--- src/rtl/risc16_pkg.sv ---
// Shared RiSC-16 encodings: opcodes, ALU/mux selects and the control word
// consumed by both the decoder and the datapath.
package risc16_pkg;

    typedef enum logic [2:0] {
        OP_ADD  = 3'b000,
        OP_ADDI = 3'b001,
        OP_NAND = 3'b010,
        OP_LUI  = 3'b011,
        OP_LW   = 3'b100,
        OP_SW   = 3'b101,
        OP_BEQ  = 3'b110,
        OP_JALR = 3'b111
    } opcode_e;

    typedef enum logic [1:0] {
        ALU_ADD   = 2'b00,
        ALU_NAND  = 2'b01,
        ALU_PASS1 = 2'b10,
        ALU_EQ    = 2'b11
    } alu_func_e;

    typedef enum logic [1:0] {
        PC_INC    = 2'b00,
        PC_BRANCH = 2'b01,
        PC_ALU    = 2'b10,
        PC_RSVD   = 2'b11
    } pc_sel_e;

    typedef enum logic [1:0] {
        TGT_DMEM = 2'b00,
        TGT_ALU  = 2'b01,
        TGT_PC1  = 2'b10,
        TGT_RSVD = 2'b11
    } tgt_sel_e;

    localparam logic ALU1_RB     = 1'b0;
    localparam logic ALU1_LUIIMM = 1'b1;
    localparam logic ALU2_REG    = 1'b0;
    localparam logic ALU2_SIMM7  = 1'b1;
    localparam logic RF_RC       = 1'b0;
    localparam logic RF_RA       = 1'b1;

    typedef struct packed {
        alu_func_e func_alu;
        logic      mux_alu1;
        logic      mux_alu2;
        pc_sel_e   mux_pc;
        logic      mux_rf;
        tgt_sel_e  mux_tgt;
        logic      we_rf;
        logic      we_dmem;
    } ctrl_t;

    localparam ctrl_t CTRL_NOP = '0;

    // Any instruction that steers the PC away from PC+1.
    function automatic logic is_redirect(input logic [2:0] op, input logic eq);
        return ((op == OP_BEQ) && eq) || (op == OP_JALR);
    endfunction

endpackage

--- src/rtl/control_decode.sv ---
// Pure combinational RiSC-16 opcode decode into the shared control word.
module control_decode
    import risc16_pkg::*;
(
    input  logic [2:0] op,
    input  logic       eq,
    output ctrl_t      ctrl
);

    always_comb begin
        ctrl = CTRL_NOP;
        case (op)
            OP_ADD: begin
                ctrl.func_alu = ALU_ADD;
                ctrl.mux_tgt  = TGT_ALU;
                ctrl.we_rf    = 1'b1;
            end
            OP_ADDI: begin
                ctrl.func_alu = ALU_ADD;
                ctrl.mux_alu2 = ALU2_SIMM7;
                ctrl.mux_tgt  = TGT_ALU;
                ctrl.we_rf    = 1'b1;
            end
            OP_NAND: begin
                ctrl.func_alu = ALU_NAND;
                ctrl.mux_tgt  = TGT_ALU;
                ctrl.we_rf    = 1'b1;
            end
            OP_LUI: begin
                ctrl.func_alu = ALU_PASS1;
                ctrl.mux_alu1 = ALU1_LUIIMM;
                ctrl.mux_tgt  = TGT_ALU;
                ctrl.we_rf    = 1'b1;
            end
            OP_LW: begin
                ctrl.func_alu = ALU_ADD;
                ctrl.mux_alu2 = ALU2_SIMM7;
                ctrl.mux_tgt  = TGT_DMEM;
                ctrl.we_rf    = 1'b1;
            end
            OP_SW: begin
                ctrl.func_alu = ALU_ADD;
                ctrl.mux_alu2 = ALU2_SIMM7;
                ctrl.mux_rf   = RF_RA;
                ctrl.mux_tgt  = TGT_DMEM;
                ctrl.we_dmem  = 1'b1;
            end
            OP_BEQ: begin
                ctrl.func_alu = ALU_EQ;
                ctrl.mux_pc   = eq ? PC_BRANCH : PC_INC;
                ctrl.mux_rf   = RF_RA;
            end
            OP_JALR: begin
                ctrl.func_alu = ALU_PASS1;
                ctrl.mux_pc   = PC_ALU;
                ctrl.mux_tgt  = TGT_PC1;
                ctrl.we_rf    = 1'b1;
            end
            // An unknown opcode matches no item and falls back to NOP.
            default: ctrl = CTRL_NOP;
        endcase
    end

endmodule

--- src/rtl/control_decoder.sv ---
// RiSC-16 control decoder: reset-gated combinational decode plus a
// registered redirect flag and saturating redirect counter.
module control_decoder
    import risc16_pkg::*;
(
    input  logic        clk,
    input  logic        rst,
    input  logic [2:0]  op,
    input  logic        EQ,
    output logic [1:0]  FUNC_alu,
    output logic        MUX_alu1,
    output logic        MUX_alu2,
    output logic [1:0]  MUX_pc,
    output logic        MUX_rf,
    output logic [1:0]  MUX_tgt,
    output logic        WE_rf,
    output logic        WE_dmem,
    output logic        redirect_q,
    output logic [15:0] redirect_cnt
);

    ctrl_t ctrl_raw;
    ctrl_t ctrl;
    logic  redirect;

    control_decode u_decode (
        .op   (op),
        .eq   (EQ),
        .ctrl (ctrl_raw)
    );

    always_comb begin
        ctrl = rst ? CTRL_NOP : ctrl_raw;
    end

    assign FUNC_alu = ctrl.func_alu;
    assign MUX_alu1 = ctrl.mux_alu1;
    assign MUX_alu2 = ctrl.mux_alu2;
    assign MUX_pc   = ctrl.mux_pc;
    assign MUX_rf   = ctrl.mux_rf;
    assign MUX_tgt  = ctrl.mux_tgt;
    assign WE_rf    = ctrl.we_rf;
    assign WE_dmem  = ctrl.we_dmem;

    assign redirect = is_redirect(op, EQ);

    // Reset wins over a same-cycle redirect; the counter sticks at all-ones.
    always_ff @(posedge clk) begin
        if (rst) begin
            redirect_q   <= 1'b0;
            redirect_cnt <= '0;
        end else begin
            redirect_q <= redirect;
            if (redirect && (redirect_cnt != 16'hFFFF))
                redirect_cnt <= redirect_cnt + 16'd1;
        end
    end

endmodule

--- config.mk ---
export PLATFORM = sky130hd
export DESIGN_NAME = control_decoder
export DESIGN_NICKNAME = d
export VERILOG_FILES = /design/src/rtl/risc16_pkg.sv /design/src/rtl/control_decode.sv /design/src/rtl/control_decoder.sv
export SDC_FILE = /design/constraint.sdc
export NUM_CORES = 1
export LEC_CHECK = 0
export ABC_AREA = 1
export ABC_CLOCK_PERIOD_IN_PS = 3900
export CAP_MARGIN = 20
export CORE_MARGIN = 3
export CORE_UTILIZATION = 45
export CTS_CLUSTER_DIAMETER = 50
export CTS_CLUSTER_SIZE = 14
export DETAILED_ROUTE_END_ITERATION = 6
export DONT_BUFFER_PORTS = 1
export GPL_TIMING_DRIVEN = 1
export PLACE_DENSITY_LB_ADDON = 0.1
export SYNTH_ARGS = -nofsm -noshare
export SYNTH_HDL_FRONTEND = slang
export SYNTH_HIERARCHICAL = 1
export SYNTH_SLANG_ARGS = --single-unit
--- constraint.sdc ---
create_clock -name clk -period 3.9 [get_ports clk]
set_input_delay 0.585 -clock clk [delete_from_list [all_inputs] [get_ports clk]]
set_output_delay 0.585 -clock clk [all_outputs]
set_load 0.01 [all_outputs]
==> flow_summary.yaml, run 1 <==
outcome:
  status: "completed"
logic_synthesis:
  ys_ff_latch: 17
  synth_top_area_share_pct: 28.8
  synth_warnings: 6
  synthFlopType: "dfxtp_1"
  synth_cell_types: 18
  synth_edf_count: 0
  synth_area_per_cell_sq_um: 5.87
  yosysTopAreaCell: "dfxtp_1"
  syn_inst: 201
  yosysSeqAreaShare_pct: 28.8
  synthesis.area_sq_um: 1180
  synth.area.top_cells: "dfxtp_1 29%, nor2_1 17%, nand2_1 13%"
  async_reset_ff_share_pct: 0
  synth_nets: 208
floorplanning:
  num_rows: 17
  die_w_um: 57.2
  initial_core_util_pct: 50.4
  top_level_ports: 34
  die-height_um: 57.2
  core-area_sq_um: 2340
  die-area_sq_um: 3270
drt:
  drc: 0
  wirelength_um: 2690
  viasPerCell: 5.16
  drtIter0Drc: 25
  ant_nets: 0
  drt_pass1_iterations: 4
  wire_per_inst_um: 11.7
  vias: 1181
clock_tree:
  cts_num_sinks: 17
  cts_buffers: 3
  clock-root-buffer: "clkbuf_4"
  cts_hold_buf: 0
  cts_tree: "done"
  clk_latency_ns: 0.29
  cts.path.max_buffers: 2
  cts_setup_buffers: 0
  clk_pin_slew_ns: 0.10
  ctsHtreeMaxLevel: 1
  cts-resized-gates: 0
pwr:
  p_clk_share_pct: 31.4
  p_leak_nw: 0.529
  power.density_nw_per_um2: 250
  sequentialPowerShare_pct: 59.0
  switching_share_pct: 25.9
  comb_power_share_pct: 9.6
  p_int_mw: 0.224
  peakVddDrop_mv: 0.235
  p_sw_mw: 0.0782
placed_design:
  portBuffers: 0
  dp_slack_ns: 2.19
  dpl.cell_count: 225
  placedInstanceArea_sq_um: 1180
  place_hpwl_um: 2000
  place.gp.congestion: 0.824
setup_path:
  cp_cell_sequence: "inv_1 -> nand3_1 -> nor2_1 -> inv_1 -> nor2_1"
  critPathRequiredTime_ns: 3.31
  cp-start-kind: "input pin"
  crit_path_end_kind: "output port"
  startpoint: "op[0]"
  cp.depth: 5
  critPathBufInv: 2
  slowest_delay_ns: 0.18
  r2r_start: "redirect_cnt[0]"
  path_delay_family: "simple AND/OR/NAND/NOR gates"
  slowest_stage: "nor2_1"
  r2r_slack_ns: 2.23
  worstRegToRegCells: 6
  r2r_end: "redirect_cnt[10]"
  arrival_ns: 1.12
  worstPathMaxFanout: 5
  worstSetupPathType: "in2out"
timing:
  hold_viol_final: 0
  tightest_slew_ns: 0.513
  finalWorstSetupSlack_ns: 2.19
  post-route-period-util_pct: 43.8
  slew_violations: 0
  setup_viol: 0
  slew_headroom_pct: 65.8
  finalClockSkew_ns: 0.00372
  setup-tns-final_ns: 0
  fmax_mhz: 585
  holdWs_ns: 0.354
  fin_crit_ns: 1.71
  rsz0062_at_grt: "no"
global_routing:
  first_global_vias: 1034
  grt_antenna_before_repair: 0
  grt_max_degree: 25
  grt_pass1_wl_um: 4460
  track_usage_pct: 16.7
  grt_overflow: 0
worst_hold_path:
  hold_depth: 1
  holdCritStartpoint: "rst"
  holdPathEnd: "redirect_q"
  hold_class: "in2reg"
finish:
  layout_commonest_cell: "nor2_1"
  diodes: 0
  final_cell_area_sq_um: 1210
  layoutNonFillerInstCount: 229
  mostFrequentLayoutCells: "55 x nor2_1, 41 x nand2_1, 31 x inv_1"
  area_growth_pct: 2.33
  layout.nets: 209
  drive_gt1_share_pct: 7.46
job:
  timing.max_cap.violations: 0
## worst max path at each step
stage	slack, ns	to
floorplan	2.29	MUX_pc[0]
global placement	2.25	MUX_pc[0]
detailed placement	2.19	MUX_pc[0]
CTS	2.19	MUX_pc[0]
global route	2.08	redirect_cnt[15]
finish	2.19	MUX_pc[0]
## power groups by stage
stage,Combinational (mW),Clock [mW],Sequential [mW]
CTS,0.0293,0.100,0.178
floorplan,0.0265,0,0.182
finish,0.0290,0.0949,0.178
global route,0.0341,0.108,0.179
global placement,0.0286,0,0.182
detailed placement,0.0292,0,0.182
## synthesized netlist by cell type, types with 2 or more instances
cell type	count
dfxtp_1	17
nand2_1	41
nor2_2	2
a21oi_1	14
buf_6	2
nor2_1	55
nand2_2	2
nand3_1	25
inv_1	31
nor2_4	4
## stage by stage
stage	power (mW)	utilization [%]
floorplan	0.208	-
global placement	0.211	50.5
detailed placement	0.212	50.5
CTS	0.308	51.6
global route	0.321	51.6
finish	0.302	51.6
## flip-flops by register name, summed over array words and instances, names as in the netlist
register      cells
redirect_cnt     16
redirect_q        1
## cell families after synthesis
group	Yosys count	share of synthesized area [%]
and+or+nand+nor	132	50.4
buffers and inverters	36	13.0
adders and majority gates	1	1.06
DFF	17	28.8
AOI/OAI and AO/OA	15	6.68
## routing by layer
| metal | share of wire (%) | track usage, % | up-vias |
|---|---|---|---|
| met5 | 0 | 0 | - |
| met2 | 45 | 28.7 | 35 |
| met3 | 6.9 | 6.56 | 2 |
| met1 | 47 | 20.1 | 529 |
| li1 | - | - | 615 |
| met4 | 0.52 | 1.99 | 0 |
## area by class of cell
type                    instances  area (sq um)
clock buffers                   4          26.3
flip-flops and latches         17           340
fillers                       264          1130
inverters                      32           120
multi-input cells             148           686
well taps                      28          35.0
Power figures use the tool's default switching activity.
==> run 2: changes to the inputs <==
--- a/config.mk
+++ b/config.mk
@@ -6,7 +6,7 @@
 export NUM_CORES = 1
 export LEC_CHECK = 0
 export ABC_AREA = 1
-export ABC_CLOCK_PERIOD_IN_PS = 3900
+export ABC_CLOCK_PERIOD_IN_PS = 1500
 export CAP_MARGIN = 20
 export CORE_MARGIN = 3
 export CORE_UTILIZATION = 45
==> constraint.sdc (replaced) <==
create_clock -name clk -period 1.5 [get_ports clk]
set_input_delay 0.225 -clock clk [delete_from_list [all_inputs] [get_ports clk]]
set_output_delay 0.225 -clock clk [all_outputs]
set_load 0.01 [all_outputs]
==> flow_summary.yaml, run 2 (same netlist as run 1, synthesis figures left out) <==
setup_path:
  crit_path_end_kind: "flip-flop"
  path_delay_family: "simple AND/OR/NAND/NOR gates"
  cp_cell_sequence: "ha_4 -> inv_2 -> nor2_4 -> nand2_2 -> nor2_4 -> nand2_4 -> nand3_2 -> nand2_1 -> nor2_1"
  worstSetupPathType: "reg2reg"
  worstPathMaxFanout: 5
  arrival_ns: 1.63
  cp-start-kind: "flip-flop"
  r2r_start: "redirect_cnt[0]"
  r2r_slack_ns: 0.10
  startpoint: "redirect_cnt[0]"
  cp.depth: 9
  crit_top_cell: "nor2_4"
  critPathRequiredTime_ns: 1.73
  worstRegToRegCells: 9
  slowest_delay_ns: 0.38
  slowest_stage: "dfxtp_4"
  r2r_end: "redirect_cnt[13]"
  critPathBufInv: 1
  endpoint: "redirect_cnt[13]"
placed_design:
  portBuffers: 0
  dp_slack_ns: -0.0491
  place_hpwl_um: 2030
  place.gp.congestion: 0.823
  dpl.cell_count: 239
  placedInstanceArea_sq_um: 1290
clock_tree:
  clk_latency_ns: 0.29
  ctsHtreeMaxLevel: 1
  clock-root-buffer: "clkbuf_4"
  clk_pin_slew_ns: 0.10
  cts_buffers: 3
  cts_tree: "done"
  cts_num_sinks: 17
  cts.path.max_buffers: 2
timing:
  finalClockSkew_ns: 0.00385
  setup_viol: 0
  slew_violations: 0
  post-route-period-util_pct: 93.3
  hold_viol_final: 0
  setup-tns-final_ns: 0
  fmax_mhz: 715
  slew_headroom_pct: 65.7
  fin_crit_ns: 1.40
  tightest_slew_ns: 0.513
  finalWorstSetupSlack_ns: 0.101
floorplanning:
  core-area_sq_um: 2340
  die-area_sq_um: 3270
  initial_core_util_pct: 50.4
  die-height_um: 57.2
  die_w_um: 57.2
  num_rows: 17
  top_level_ports: 34
finish:
  final_cell_area_sq_um: 1430
  area_growth_pct: 21.0
  layout.nets: 229
  layoutNonFillerInstCount: 249
  reg_top3: "redirect_cnt: 16 flops, redirect_q: 1 flops"
  drive_gt1_share_pct: 20.4
  regMostFlops: "redirect_cnt"
  diodes: 0
  mostFrequentLayoutCells: "55 x nor2_1, 41 x nand2_1, 30 x inv_1"
  largest_register_ffs: 16
  layout_commonest_cell: "nor2_1"
global_routing:
  grt_pass1_wl_um: 4760
  use_met1_pct: 22.2
  track_usage_pct: 17.9
  grt_overflow: 0
  gr-usage-met2_pct: 29.9
  first_global_vias: 1149
  grt_max_degree: 17
  grt_antenna_before_repair: 0
  met3_usage_pct: 4.30
  busiest_layer: "met2"
pwr:
  power.density_nw_per_um2: 557
  p_leak_nw: 0.669
  power_mw: 0.796
  peakVddDrop_mv: 0.420
drt:
  viasPerCell: 5.04
  drc: 0
  ant_nets: 0
  drtIter0Drc: 42
  wire_per_inst_um: 11.4
  drt_pass1_iterations: 4
  wirelength_um: 2830
  vias: 1255
job:
  timing.max_cap.violations: 0
outcome:
  status: "completed"
worst_hold_path:
  hold_class: "in2reg"
-- run 2: worst min path at each step --
stage | cells past startpoint | from | slack (ns) | to
2_1_floorplan | 1 | rst | 0.30 | redirect_q
3_3_place_gp | 1 | rst | 0.30 | redirect_q
3_5_place_dp | 1 | rst | 0.31 | redirect_q
4_1_cts | 5 | op[1] | 0.31 | redirect_cnt[0]
5_1_grt | 5 | op[1] | 0.33 | redirect_cnt[0]
6_report | 5 | op[1] | 0.31 | redirect_cnt[0]
-- run 2: timing repair --
action	CTS	global route
setup endpoints to repair	13	14
setup buffers	0	4
hold buffers	1	0
pin swaps	2	6
cloned	1	0
endpoints found under the hold margin	1	0
resized for setup	3	15
-- run 2: area by class of cell --
class,count,area [sq um]
Timing Repair Buffer,19,145
Multi-Input combinational cell,149,747
Clock buffer,4,26.3
Tap cell,28,35.0
Sequential cell,17,354
Inverter,32,120
Fill cell,240,912
-- run 2: metrics by stage --
stage               hold slack, ns  util (%)
floorplan                    0.297         -
global placement             0.300      55.0
detailed placement           0.306      55.0
CTS                          0.306      57.5
global route                 0.327      61.0
finish                       0.309      61.0
-- run 2: report_power, final --
part           internal [mW]  switching (mW)
logic                 0.0333          0.0590
clock network          0.103           0.142
registers              0.453         0.00545
-- run 2: layer usage --
metal / up-vias / wire length, um
met3: 2 / 208
li1: 661 / -
met4: 0 / 12
met1: 558 / 1280
met2: 34 / 1330
met5: - / 0
-- run 2: worst reg2reg max path, delay by kind of cell, from the launching register on --
kind	cells	cell delay, ns
fa+ha+maj	1	0.13
buf+inv	1	0.04
flops	1	0.38
simple gates	7	0.78
==> run 3: changes to the inputs <==
--- a/config.mk
+++ b/config.mk
@@ -6,7 +6,7 @@
 export NUM_CORES = 1
 export LEC_CHECK = 0
 export ABC_AREA = 1
-export ABC_CLOCK_PERIOD_IN_PS = 1500
+export ABC_CLOCK_PERIOD_IN_PS = 1600
 export CAP_MARGIN = 20
 export CORE_MARGIN = 3
 export CORE_UTILIZATION = 45
==> constraint.sdc (replaced) <==
create_clock -name clk -period 1.6 [get_ports clk]
set_input_delay 0.24 -clock clk [delete_from_list [all_inputs] [get_ports clk]]
set_output_delay 0.24 -clock clk [all_outputs]
set_load 0.01 [all_outputs]
==> flow_summary.yaml, run 3 (same netlist as run 1, synthesis figures left out) <==
outcome:
  status: "completed"
pwr:
  power.density_nw_per_um2: 563
  p_leak_nw: 0.607
  power_mw: 0.749
  peakVddDrop_mv: 0.514
clock_tree:
  clk_latency_ns: 0.30
  clk_pin_slew_ns: 0.10
  clock-root-buffer: "clkbuf_4"
  cts_tree: "done"
  ctsHtreeMaxLevel: 1
  cts_buffers: 3
  cts.path.max_buffers: 2
  cts_num_sinks: 17
finish:
  final-seq-area_sq_um: 347
  final_util_pct: 56.9
  regMostFlops: "redirect_cnt"
  mostFrequentLayoutCells: "55 x nor2_1, 41 x nand2_1, 31 x inv_1"
  drive_gt1_share_pct: 14.6
  layout_commonest_cell: "nor2_1"
  area_growth_pct: 12.8
  layoutNonFillerInstCount: 240
  multiInputGateArea_sq_um: 712
  reg_top3: "redirect_cnt: 16 flops, redirect_q: 1 flops"
  largest_register_ffs: 16
  layout.nets: 220
  diodes: 0
  fill_cells: 232
floorplanning:
  die_w_um: 57.2
  num_rows: 17
  die-height_um: 57.2
  core-area_sq_um: 2340
  die-area_sq_um: 3270
  top_level_ports: 34
  initial_core_util_pct: 50.4
setup_path:
  crit_path_end_kind: "flip-flop"
  slowest_stage: "dfxtp_1"
  slowest_delay_ns: 0.52
  arrival_ns: 1.68
  cp-start-kind: "flip-flop"
  path_delay_family: "simple AND/OR/NAND/NOR gates"
  critPathRequiredTime_ns: 1.80
  worstPathMaxFanout: 12
  worstSetupPathType: "reg2reg"
  cp_cell_sequence: "nand2_1 -> nor2_4 -> nand4_4 -> a21oi_1 -> nor2_1"
  critPathBufInv: 0
timing:
  post-route-period-util_pct: 92.5
  hold_viol_final: 0
  tightest_slew_ns: 0.508
  finalClockSkew_ns: 0.00135
  fin_crit_ns: 1.48
  setup_viol: 0
  slew_violations: 0
  rsz0062_at_grt: "no"
  slew_headroom_pct: 66.1
  fmax_mhz: 676
  setup-tns-final_ns: 0
drt:
  wirelength_um: 2740
  vias: 1223
  drtIter0Drc: 29
  viasPerCell: 5.10
  ant_nets: 0
  drc: 0
  wire_per_inst_um: 11.4
  drt_pass1_iterations: 4
global_routing:
  first_global_vias: 1076
  grt_pass1_wl_um: 4350
  track_usage_pct: 16.4
  grt_antenna_before_repair: 0
  grt_max_degree: 25
  grt_overflow: 0
placed_design:
  place.gp.congestion: 0.847
  place_hpwl_um: 2020
  portBuffers: 0
  dpl.cell_count: 233
worst_hold_path:
  hold_class: "in2reg"
job:
  timing.max_cap.violations: 0
==> run 3: report_power, final <==
group          internal, mW  switching [mW]
registers             0.428         0.00407
logic                0.0275          0.0529
clock network        0.0932           0.144
==> run 3: tightest hold or removal path: stages <==
cell and delay (ns):
nand2_1 0.08, nor2_4 0.08, nand3_2 0.07, nand2_1 0.04
nor2_1 0.07
==> run 3: final timing paths <==
kind / startpoint / to / slack, ns / cells past startpoint
worst min-delay path: op[1] / redirect_cnt[0] / 0.31 / 5
worst min register to register: redirect_cnt[0] / redirect_cnt[0] / 0.52 / 2
worst max register to register: redirect_cnt[10] / redirect_cnt[8] / 0.12 / 5
worst max-delay path: redirect_cnt[10] / redirect_cnt[8] / 0.12 / 5
==> run 3: through the flow <==
stage / hold WS (ns) / setup WS, ns / instance area, sq um
2_1_floorplan: 0.312 / 0.166 / 1180
3_3_place_gp: 0.316 / 0.0835 / 1240
3_5_place_dp: 0.319 / 0.0201 / 1240
4_1_cts: 0.311 / 0.0100 / 1280
5_1_grt: 0.335 / 0.0000384 / 1330
6_report: 0.309 / 0.121 / 1330
==> run 3: timing repair <==
| action | in CTS | in global routing |
|---|---|---|
| setup buffers | 0 | 1 |
| gates resized for setup | 0 | 7 |
| hold buffers | 1 | 0 |
| setup endpoints to repair | 0 | 15 |
| hold endpoints to repair | 1 | 0 |
==> run 3: per-layer routing <==
metal / global-route usage [%] / vias to the layer above / share of wire [%]
met1: 20.0 / 547 / 46
met3: 6.33 / 4 / 6.2
met4: 3.31 / 0 / 0.69
met5: 0 / - / 0
met2: 27.6 / 28 / 47
li1: - / 644 / -
==> run 3: layout make-up <==
type                       count  area share [%]
clock inverter                 1           0.376
inverter                      32            9.02
clock buffer                   3            1.69
multi-input combinational    149            53.5
timing repair buffer          10            6.77
sequential                    17            26.0
tap                           28            2.63
